File: src/rtl/rv_iopmp_err_arbiter.sv
// rv_iopmp_err_arbiter
// Collects error reports from NUM_REQ IOPMP matching instances, picks one by
// round-robin, writes it into the error-record registers and raises ip. While
// a record is pending (LOCKED), further reports are either dropped and counted
// or back-pressured, depending on drop_en_i.
module rv_iopmp_err_arbiter #(
    parameter int NUM_REQ = 2,
    parameter int SID_W   = 8
) (
    input  logic                     clk_i,
    input  logic                     rst_i,
    input  logic [NUM_REQ-1:0]       err_valid_i,
    output logic [NUM_REQ-1:0]       err_ready_o,
    input  logic [NUM_REQ*2-1:0]     err_ttype_i,
    input  logic [NUM_REQ*3-1:0]     err_etype_i,
    input  logic [NUM_REQ*SID_W-1:0] err_sid_i,
    input  logic [NUM_REQ*16-1:0]    err_eid_i,
    input  logic [NUM_REQ*64-1:0]    err_addr_i,
    input  logic                     drop_en_i,
    input  logic                     ie_i,
    input  logic                     clr_ip_i,
    input  logic                     clr_cnt_i,
    output logic                     rec_we_o,
    output logic [1:0]               rec_ttype_o,
    output logic [2:0]               rec_etype_o,
    output logic [SID_W-1:0]         rec_sid_o,
    output logic [15:0]              rec_eid_o,
    output logic [31:0]              rec_addr_o,
    output logic [31:0]              rec_addrh_o,
    output logic                     ip_o,
    output logic                     irq_o,
    output logic [15:0]              drop_cnt_o
);

    localparam int PTR_W = (NUM_REQ > 1) ? $clog2(NUM_REQ) : 1;

    typedef enum logic [1:0] {
        ST_IDLE   = 2'd0,
        ST_COMMIT = 2'd1,
        ST_LOCKED = 2'd2
    } state_t;

    state_t             state_r, state_s;
    logic [PTR_W-1:0]   rr_ptr_r, rr_ptr_s;
    logic [PTR_W-1:0]   cand_s, win_idx_s;
    logic               win_found_s;
    logic [NUM_REQ-1:0] grant_s;
    logic               grant_fire_s;
    logic               drop_s;
    logic               ip_r, ip_s;
    logic [15:0]        drop_cnt_r;

    logic [1:0]         pl_ttype_r;
    logic [2:0]         pl_etype_r;
    logic [SID_W-1:0]   pl_sid_r;
    logic [15:0]        pl_eid_r;
    logic [63:0]        pl_addr_r;

    // Round-robin search: first valid requester starting at rr_ptr, wrapping.
    always_comb begin
        win_found_s = 1'b0;
        win_idx_s   = {PTR_W{1'b0}};
        cand_s      = {PTR_W{1'b0}};
        for (int i = 0; i < NUM_REQ; i++) begin
            cand_s = PTR_W'((int'(rr_ptr_r) + i) % NUM_REQ);
            if (!win_found_s && err_valid_i[cand_s]) begin
                win_found_s = 1'b1;
                win_idx_s   = cand_s;
            end else begin
                win_found_s = win_found_s;
            end
        end
        grant_s = NUM_REQ'(1'b1) << win_idx_s;
    end

    // Next state, handshakes, write strobe and ip/rr_ptr updates.
    always_comb begin
        state_s      = state_r;
        rr_ptr_s     = rr_ptr_r;
        ip_s         = ip_r;
        err_ready_o  = {NUM_REQ{1'b0}};
        rec_we_o     = 1'b0;
        grant_fire_s = 1'b0;
        drop_s       = 1'b0;
        if (rst_i) begin
            state_s = ST_IDLE;
        end else begin
            case (state_r)
                ST_IDLE: begin
                    if (win_found_s) begin
                        err_ready_o  = grant_s;
                        grant_fire_s = 1'b1;
                        rr_ptr_s     = (win_idx_s == PTR_W'(NUM_REQ - 1)) ?
                                       {PTR_W{1'b0}} : win_idx_s + PTR_W'(1);
                        state_s      = ST_COMMIT;
                    end else begin
                        state_s = ST_IDLE;
                    end
                end
                ST_COMMIT: begin
                    rec_we_o = 1'b1;
                    ip_s     = 1'b1;
                    state_s  = ST_LOCKED;
                end
                ST_LOCKED: begin
                    // Drop rules still apply in the cycle that clears ip.
                    if (drop_en_i) begin
                        err_ready_o = err_valid_i;
                        drop_s      = |err_valid_i;
                    end else begin
                        err_ready_o = {NUM_REQ{1'b0}};
                    end
                    if (clr_ip_i) begin
                        ip_s    = 1'b0;
                        state_s = ST_IDLE;
                    end else begin
                        state_s = ST_LOCKED;
                    end
                end
                default: begin
                    state_s = ST_IDLE;
                end
            endcase
        end
    end

    // State, round-robin pointer and pending flag registers.
    always_ff @(posedge clk_i) begin
        if (rst_i) begin
            state_r  <= ST_IDLE;
            rr_ptr_r <= {PTR_W{1'b0}};
            ip_r     <= 1'b0;
        end else begin
            state_r  <= state_s;
            rr_ptr_r <= rr_ptr_s;
            ip_r     <= ip_s;
        end
    end

    // Latch the winner's payload on grant; it feeds the record outputs.
    always_ff @(posedge clk_i) begin
        if (rst_i) begin
            pl_ttype_r <= 2'd0;
            pl_etype_r <= 3'd0;
            pl_sid_r   <= {SID_W{1'b0}};
            pl_eid_r   <= 16'd0;
            pl_addr_r  <= 64'd0;
        end else if (grant_fire_s) begin
            pl_ttype_r <= err_ttype_i[int'(win_idx_s)*2 +: 2];
            pl_etype_r <= err_etype_i[int'(win_idx_s)*3 +: 3];
            pl_sid_r   <= err_sid_i[int'(win_idx_s)*SID_W +: SID_W];
            pl_eid_r   <= err_eid_i[int'(win_idx_s)*16 +: 16];
            pl_addr_r  <= err_addr_i[int'(win_idx_s)*64 +: 64];
        end else begin
            pl_ttype_r <= pl_ttype_r;
            pl_etype_r <= pl_etype_r;
            pl_sid_r   <= pl_sid_r;
            pl_eid_r   <= pl_eid_r;
            pl_addr_r  <= pl_addr_r;
        end
    end

    // Saturating drop counter; a clear wins over a coincident drop.
    always_ff @(posedge clk_i) begin
        if (rst_i) begin
            drop_cnt_r <= 16'd0;
        end else if (clr_cnt_i) begin
            drop_cnt_r <= 16'd0;
        end else if (drop_s && (drop_cnt_r != 16'hFFFF)) begin
            drop_cnt_r <= drop_cnt_r + 16'd1;
        end else begin
            drop_cnt_r <= drop_cnt_r;
        end
    end

    assign rec_ttype_o = pl_ttype_r;
    assign rec_etype_o = pl_etype_r;
    assign rec_sid_o   = pl_sid_r;
    assign rec_eid_o   = pl_eid_r;
    assign rec_addr_o  = pl_addr_r[31:0];
    assign rec_addrh_o = pl_addr_r[63:32];
    assign ip_o        = ip_r;
    assign irq_o       = ip_r & ie_i;
    assign drop_cnt_o  = drop_cnt_r;

endmodule
File: config.mk
export PLATFORM = sky130hd
export DESIGN_NAME = rv_iopmp_err_arbiter
export DESIGN_NICKNAME = d
export VERILOG_FILES = /design/src/rtl/rv_iopmp_err_arbiter.sv
export SDC_FILE = /design/constraint.sdc
export NUM_CORES = 1
export LEC_CHECK = 0
export ABC_CLOCK_PERIOD_IN_PS = 2400
export CAP_MARGIN = 20
export CORE_AREA = 3 3 122 124
export CTS_CLUSTER_SIZE = 14
export DETAILED_ROUTE_END_ITERATION = 6
export DIE_AREA = 0 0 125 127
export GPL_ROUTABILITY_DRIVEN = 0
export HOLD_SLACK_MARGIN = 0.15
export PLACE_DENSITY = 0.75
export SLEW_MARGIN = 20
export SYNTH_ARGS = -nofsm -noshare
export SYNTH_HDL_FRONTEND = slang
export SYNTH_SLANG_ARGS = --single-unit
export TNS_END_PERCENT = 1
File: constraint.sdc
create_clock -name clk_i -period 2.4 [get_ports clk_i]
set_clock_uncertainty 0.05 [all_clocks]
set_input_delay 0.36 -clock clk_i [delete_from_list [all_inputs] [get_ports clk_i]]
set_output_delay 0.36 -clock clk_i [all_outputs]
set_load 0.05 [all_outputs]
==> qor.yml, run 1 <==
drc_errors: 0
r2r_start: "state_r[1]"
crit_arrival_ns: 1.69
place_hpwl_mm: 13.4
cts_root_buffer: "clkbuf_16"
path_cells: "clkdlybuf4s50_1"
dr_total_vias: 5924
io_buffers: 307
final_cells: 1116
synth-main-ff-cell: "dfxtp_1"
synthTopCellsByArea: "dfxtp_1 (43%), a311oi_1 (16%), nand3_1 (9.0%), nand2_1 (7.6%), nor2_1 (7.1%)"
cts_setup_buffers: 0
synth_area_per_cell_um2: 8.01
dieHeight_um: 127
wl_per_cell_um: 17.0
fin_tns_setup_ns: 0
fin_crit_sh_pct: 87.4
syn_to_final_growth_pct: 74.6
synth_top_area_cell: "dfxtp_1"
n_antenna_cell: 0
synth-seq-area-share_pct: 43.4
synth_nets: 845
grt_pass1_wl_mm: 29.8
fp.dieW_um: 125
die-area_mm2: 0.0159
ir_worst_vdd_uv: 477
ys_ff_latch: 113
synth_edf_count: 0
track_usage_pct: 23.2
min_from: "err_valid_i[1]"
max_slew_margin_pct: 60.5
end_kind: "primary output"
synth_area_mm2: 0.00521
cts_hold_buf: 0
cts_tree: "done"
cts_made_buffers: 17
hold_violations: 0
cts_num_sinks: 113
synth_warnings: 0
drtIter0Drc: 367
grt_overflow: 0
powerDensity_mw_per_mm2: 779
vias_per_cell: 5.31
cts.htree.levels: 4
grt_max_degree: 75
clk_path_buf_depth: 2
async_reset_ff_share_pct: 0
grt_antenna_before_repair: 0
stdcell_area_mm2: 0.00909
crit_required_ns: 1.99
setup_viol: 0
rows: 43
start_kind: "register"
synth_most_common_cell: "dfxtp_1"
cts_resized: 0
cp_top_family: "buffers and inverters"
yosysUniqueCellTypes: 41
syn-instance-count: 650
clock.fmax_mhz: 477
cap_violations: 0
holdPathEnd: "rec_eid_o[15]"
wl_mm: 19.0
rr_worst_depth: 4
cp_num_buf_inv: 1
nets: 1118
firstDrtPassIters: 4
initial_core_util_pct: 37.5
p_leak_nw: 3.42
worstReg2RegEnd: "drop_cnt_o[11]"
rrSetupSlack_ns: 0.47
dp_cells: 1084
rsz0062_at_grt: "no"
slew_viol_final: 0
status: "complete, no violations"
drive_gt1_share_pct: 6.94
synth_commonest_cells: "dfxtp_1 (113), nand2_1 (105), nor2_1 (98), a311oi_1 (94), nand3_1 (94)"
slowest_stage: "clkdlybuf4s50_1"
worstSkewPairLatency_ns: 0.41
whs_path_depth: 3
crit_fanout: 6
coreArea_mm2: 0.0139
path_depth: 1
max_slew.worst_pin.slew_ns: 0.591
worst-setup-path-type: "register to primary output"
dpl-instance-area_mm2: 0.00845
min_period_ns: 2.10
hold_path.class: "input port to register"
grt_pass1_vias: 5625
path_clk_slew_ns: 0.05
ant_nets: 0
critPathMaxStageDelay_ns: 0.84
io-pin-count: 308
synth_top_cell_area_share_pct: 43.4
layer usage:
metal  share of wire, %  routed length (µm)  vias up  global-route usage, %
li1                   -                   -     2940                      -
met1                 41                7740     2712                   28.0
met4                3.0                 569        0                   9.50
met3                7.7                1460       38                   6.77
met2                 49                9230      234                   38.9
met5                  0                   0        -                      0
registers in the layout, summed over array words and instances, names as in the netlist:
register / count
drop_cnt_o: 16
ip_o: 1
pl_addr_r: 64
rec_eid_o: 16
rec_etype_o: 3
rec_sid_o: 8
rec_ttype_o: 2
rr_ptr_r: 1
state_r: 2
area by class of cell:
type / instances / area [µm²]
clock buffer: 22 / 484
clock inverter: 10 / 155
fill: 1194 / 4790
inverter: 3 / 11.3
multi-input combinational: 466 / 2650
sequential: 113 / 2260
tap: 180 / 225
timing repair buffer: 322 / 3310
stage by stage:
stage	hold slack (ns)	total power, mW	utilization (%)	worst slack, ns
2_1_floorplan	0.422	3.50	-	0.347
5_1_grt	0.331	7.38	65.5	0.239
3_3_place_gp	0.419	4.40	60.9	0.257
3_5_place_dp	0.424	4.42	60.9	0.195
6_report	0.322	7.08	65.5	0.303
4_1_cts	0.311	7.15	65.5	0.294
how the worst max path moves through the flow:
| stage | start | end | slack (ns) |
|---|---|---|---|
| after floorplan | drop_cnt_o[1] | drop_cnt_o[1] | 0.35 |
| after global placement | err_valid_i[0] | drop_cnt_o[6] | 0.26 |
| after detailed placement | err_valid_i[0] | pl_addr_r[2] | 0.19 |
| after CTS | drop_cnt_o[11] | drop_cnt_o[11] | 0.29 |
| after global routing | drop_cnt_o[11] | drop_cnt_o[11] | 0.24 |
| final | drop_cnt_o[11] | drop_cnt_o[11] | 0.30 |
cell usage in the layout (no fill, tap or decap), types with 10 or more instances in the layout:
| cell | n |
|---|---|
| buf_12 | 11 |
| clkdlybuf4s50_1 | 301 |
| nand2_1 | 104 |
| nor2_1 | 98 |
| nand3_1 | 94 |
| a311oi_1 | 94 |
| clkbuf_16 | 17 |
| dfxtp_1 | 113 |
| a21oi_1 | 12 |
| buf_4 | 10 |
power by group:
group          switching (mW)  internal (mW)  total (mW)
registers               0.111           2.08        2.20
clock network           0.865           1.84        2.70
logic                    1.31          0.874        2.18
total                    2.28           4.80        7.08
cells by family (layout without fill, tap and decap cells):
family          Yosys count  after routing  share of synthesized area [%]
flops                   113            113                           43.4
simple gates            336            336                           29.8
buf+inv                  71            357                           6.01
compound gates          127            127                           20.1
mux                       2              2                          0.384
fa+ha+maj                 1              1                          0.240
No activity file was read; power rests on OpenSTA's default activity.
==> run 2: changes to the inputs <==
Settings changed: ABC_CLOCK_PERIOD_IN_PS 2400 to 1700, CORE_AREA 3 3 122 124 to 3 3 126 128, CTS_BUF_LIST from default to sky130_fd_sc_hd__clkbuf_4, DIE_AREA 0 0 125 127 to 0 0 129 131, PLACE_DENSITY 0.75 to 0.74.
Clock period 2.4 ns to 1.7 ns, I/O delays scaled along.
==> run 2 against run 1 <==
Effect of this change: the flow now finishes with violations (setup timing); setup slack got worse by 0.51 ns; global-route usage down 1.4 points; register-to-register slack worse by 0.47 ns; design area is 0.15% lower.
==> qor.yml, run 2 (synthesis gave the netlist of run 1 again) <==
status: "complete, but fails checks"
vias_per_cell: 5.15
largest_reg_flops: 64
dp_cells: 1128
worstSkewPairLatency_ns: 0.53
rsz0062_at_grt: "yes"
violations: "setup timing"
max_slew_margin_pct: 63.2
wl_mm: 19.5
wl_met2_mm: 9.69
utilization_pct: 60.6
finalPower_mw: 8.51
clkPwrFrac_pct: 26.6
drtIter0Drc: 307
grt_antenna_before_repair: 1
whs_path_depth: 4
grt_pass1_vias: 5558
fin_crit_sh_pct: 112
slowest_stage: "dfxtp_2"
layout_commonest_cell: "clkdlybuf4s50_1"
crit_required_ns: 1.39
place_hpwl_mm: 14.0
p_sw_mw: 3.13
crit_fanout: 4
cap_violations: 0
fin_tns_setup_ns: -0.539
track_usage_pct: 21.8
stdcell_area_mm2: 0.00908
p_int_mw: 5.38
cts_tree: "done"
hold_violations: 0
worst-setup-path-type: "register to primary output"
holdWs_ns: 0.215
cts_root_buffer: "clkbuf_4"
end_kind: "primary output"
place_ws_ns: -0.321
path_cells: "buf_6 -> a211oi_4 -> o211a_1 -> buf_12"
p_leak_nw: 3.73
rr_worst_depth: 5
coreArea_mm2: 0.0150
nets: 1167
swShare_pct: 36.8
cp_num_buf_inv: 2
crit_arrival_ns: 1.61
dieHeight_um: 131
mostFrequentLayoutCells: "clkdlybuf4s50_1 (191), buf_4 (149), nand2_1 (104), nor2_1 (97), dfxtp_1 (95)"
powerDensity_mw_per_mm2: 938
io-pin-count: 308
maxUsedRoutingLayer: "met4"
clock.fmax_mhz: 523
rows: 45
die-area_mm2: 0.0169
power_frac_seq_pct: 36.3
clk_path_buf_depth: 2
firstDrtPassIters: 4
pwr-share-comb_pct: 37.2
holdPathEnd: "drop_cnt_o[12]"
setup_viol: 4
cts_made_buffers: 17
cts.htree.levels: 4
ir_worst_vdd_uv: 449
critPathMaxStageDelay_ns: 0.35
slew_viol_final: 0
cp_top_family: "compound AO/OA/AOI/OAI gates"
start_kind: "register"
syn_to_final_growth_pct: 74.4
dr_total_vias: 6043
path_clk_slew_ns: 0.11
wl_met1_mm: 7.82
dpl-instance-area_mm2: 0.00857
min_from: "rst_i"
largest-register: "pl_addr_r"
finalWorstSetupSlack_ns: -0.211
final_cells: 1174
initial_core_util_pct: 34.8
worstReg2RegEnd: "drop_cnt_o[3]"
min_period_ns: 1.91
grt_pass1_wl_mm: 29.0
grt_overflow: 0
fp.dieW_um: 129
drive_gt1_share_pct: 24.2
r2r_start: "drop_cnt_o[0]"
wl_met3_mm: 1.62
ant_nets: 0
hold_path.class: "input port to register"
drc_errors: 0
max_slew.worst_pin.slew_ns: 0.550
io_buffers: 307
wl_per_cell_um: 16.6
rrSetupSlack_ns: 0
cts_num_sinks: 113
grt_max_degree: 50
## run 2: cell count changes in the layout (fill, tap and decap cells not counted), sizes merged, moves of 3 or more
cell | before | now
buf | 21 | 170
clkbuf | 22 | 19
clkdlybuf4s50 | 301 | 191
clkinv | 4 | 7
dlygate4sd3 | 0 | 9
## run 2: timing repair
| action | CTS | global route |
|---|---|---|
| endpoints found under the hold margin | 22 | 0 |
| hold buffers | 10 | 0 |
| endpoints found under the setup margin | 6 | 76 |
| buffers inserted | 3 | 0 |
| pin swaps | 5 | 9 |
| resized for setup | 9 | 8 |
## run 2: metal layers
metal	up-vias	GRT usage [%]
li1	3038	-
met1	2740	25.6
met2	239	37.4
met3	26	6.79
met4	0	8.59
met5	-	0
## run 2: worst register-to-register path, delay by kind of cell, from the launching register on
kind | cells | cell delay, ns
simple gates | 3 | 0.93
fa+ha+maj | 1 | 0.15
compound gates | 1 | 0.14
flops | 1 | 0.37
## run 2: worst max path at each step
stage,endpoint,depth (start not counted),startpoint
2_1_floorplan,drop_cnt_o[7],6,drop_cnt_o[1]
3_3_place_gp,drop_cnt_o[4],5,drop_en_i
3_5_place_dp,drop_cnt_o[3],5,drop_en_i
4_1_cts,err_ready_o[1],4,state_r[1]
5_1_grt,err_ready_o[0],4,state_r[1]
6_report,err_ready_o[1],4,state_r[1]
## run 2: area by class of cell
type	count	area, µm²
Antenna cell	1	2.50
Multi-Input combinational cell	466	2710
Tap cell	188	235
Sequential cell	113	2290
Clock inverter	13	168
Clock buffer	19	143
Inverter	3	11.3
Timing Repair Buffer	371	3520
Fill cell	1372	5900
## run 2: power groups by stage
stage | Clock (mW) | Sequential, mW | Combinational (mW)
6_report | 2.26 | 3.09 | 3.16
5_1_grt | 2.42 | 3.13 | 3.36
4_1_cts | 2.31 | 3.09 | 3.17
3_5_place_dp | 0 | 3.15 | 3.13
3_3_place_gp | 0 | 3.14 | 3.12
2_1_floorplan | 0 | 4.10 | 0.835
==> run 3: changes to the inputs <==
Settings changed: TNS_END_PERCENT 1 to default.
==> run 3 against run 2 <==
Effect of this change: count of clock-buffer cells in the layout is 1 higher; largest cell class unchanged; critical path type unchanged; utilization is 2.2 points higher; sequential share of layout area is 0.87 points lower; register-to-register slack worse by 0.03 ns; sequential cell count stayed put; maximum frequency is 1.2% higher; the flow still finishes with violations (setup timing).
==> qor.yml, run 3 (synthesis gave the netlist of run 1 again) <==
mostFrequentLayoutCells: "clkdlybuf4s50_1 (191), buf_4 (138), nand2_1 (104), nor2_1 (96), dfxtp_1 (95)"
end_kind: "primary output"
fin_tns_setup_ns: -0.462
cts_root_buffer: "clkbuf_4"
clk_path_buf_depth: 2
power_frac_seq_pct: 36.4
syn_to_final_growth_pct: 80.6
place_hpwl_mm: 13.9
vias_per_cell: 5.42
largest-register: "pl_addr_r"
drtIter0Drc: 423
finalWorstSetupSlack_ns: -0.188
fp.dieW_um: 129
grt_antenna_before_repair: 1
setup_viol: 5
powerDensity_mw_per_mm2: 905
clkPwrFrac_pct: 23.0
grt_max_degree: 52
largest_reg_flops: 64
worstSkewPairLatency_ns: 0.52
layout_commonest_cell: "clkdlybuf4s50_1"
path_cells: "buf_6 -> a211oi_4 -> o211a_1 -> buf_12"
grt_pass1_wl_mm: 28.9
max_slew.worst_pin.slew_ns: 0.635
io_buffers: 307
start_kind: "register"
swShare_pct: 37.7
status: "complete, but fails checks"
dieHeight_um: 131
max_slew_margin_pct: 57.5
p_leak_nw: 3.86
min_period_ns: 1.89
place_ws_ns: -0.283
nets: 1175
wl_mm: 21.1
io-pin-count: 308
grt_overflow: 0
hold_violations: 0
cts.htree.levels: 4
cp_num_buf_inv: 2
cts_num_sinks: 113
path_clk_slew_ns: 0.10
cts_made_buffers: 17
ant_nets: 0
drc_errors: 0
ir_worst_vdd_uv: 481
fin_crit_sh_pct: 111
p_sw_mw: 3.21
coreArea_mm2: 0.0150
worst-setup-path-type: "register to primary output"
hold_path.class: "input port to register"
pwr-share-comb_pct: 40.7
firstDrtPassIters: 5
slew_viol_final: 0
p_int_mw: 5.31
crit_required_ns: 1.39
cts_tree: "done"
cp_top_family: "compound AO/OA/AOI/OAI gates"
slowest_stage: "dfxtp_2"
crit_arrival_ns: 1.58
critPathMaxStageDelay_ns: 0.34
die-area_mm2: 0.0169
track_usage_pct: 21.6
drive_gt1_share_pct: 26.5
rows: 45
clock.fmax_mhz: 530
cap_violations: 0
rsz0062_at_grt: "yes"
dr_total_vias: 6401
grt_pass1_vias: 5628
holdWs_ns: 0.221
wl_per_cell_um: 17.9
violations: "setup timing"
crit_fanout: 2
initial_core_util_pct: 34.8
==> run 3: cell types whose count changed in the layout (fill, tap and decap cells not counted), sizes merged <==
cell and change:
and4bb +2, bufinv -2, clkbuf +13, clkinv +1, dlygate4sd3 -5, dlymetal6s4s -1
==> run 3: power groups by stage <==
stage	Clock, mW	Combinational, mW	Sequential (mW)
finish	1.96	3.46	3.09
global route	2.12	3.65	3.13
CTS	2.02	3.10	3.09
detailed placement	0	3.06	3.15
global placement	0	3.05	3.14
floorplan	0	0.835	4.10
==> run 3: worst paths after layout <==
kind                        from             end  slack [ns]  depth (start not counted)
setup / recovery      state_r[0]  err_ready_o[0]       -0.19                          4
hold / removal    err_valid_i[1]        rr_ptr_r        0.22                          3
setup reg to reg   drop_cnt_o[1]   drop_cnt_o[7]       -0.03                          5
hold reg to reg   drop_cnt_o[10]  drop_cnt_o[10]        0.43                          1
==> run 3: metrics by stage <==
step / area [µm²] / cells / power [mW] / util (%)
6_report: 9410 / 1182 / 8.51 / 62.8
5_1_grt: 9410 / 1182 / 8.89 / 62.8
4_1_cts: 8840 / 1158 / 8.22 / 59.0
3_5_place_dp: 8450 / 1118 / 6.21 / 56.4
3_3_place_gp: 8450 / 1118 / 6.19 / 56.4
2_1_floorplan: 5250 / 650 / 4.94 / -
==> run 3: per-layer routing <==
metal / track usage, % / wire (µm) / vias up
met2: 34.8 / 10100 / 270
met1: 26.0 / 8540 / 3014
met3: 8.17 / 1770 / 48
met5: 0 / 0 / -
met4: 8.89 / 660 / 0
li1: - / - / 3069
==> run 3: what timing repair did <==
item	in CTS	in global routing
setup endpoints to repair	9	107
resized for setup	13	37
hold endpoints to repair	17	0
pin swaps	25	44
setup buffers	3	8
gates cloned	1	15
hold buffers	4	0
==> run 3: final cells by class <==
cell class	count	area (µm²)
clock inverter	12	118
multi-input combinational	468	2780
inverter	3	11.3
timing repair buffer	377	3820
antenna	1	2.50
sequential	113	2290
fill	1279	5570
tap	188	235
clock buffer	20	150
==> run 3: worst register-to-register path: cells and delay by family, from the launching register on <==
family          cells  cell delay [ns]
flops               1             0.37
compound gates      1             0.12
simple gates        3             0.98
fa+ha+maj           1             0.16
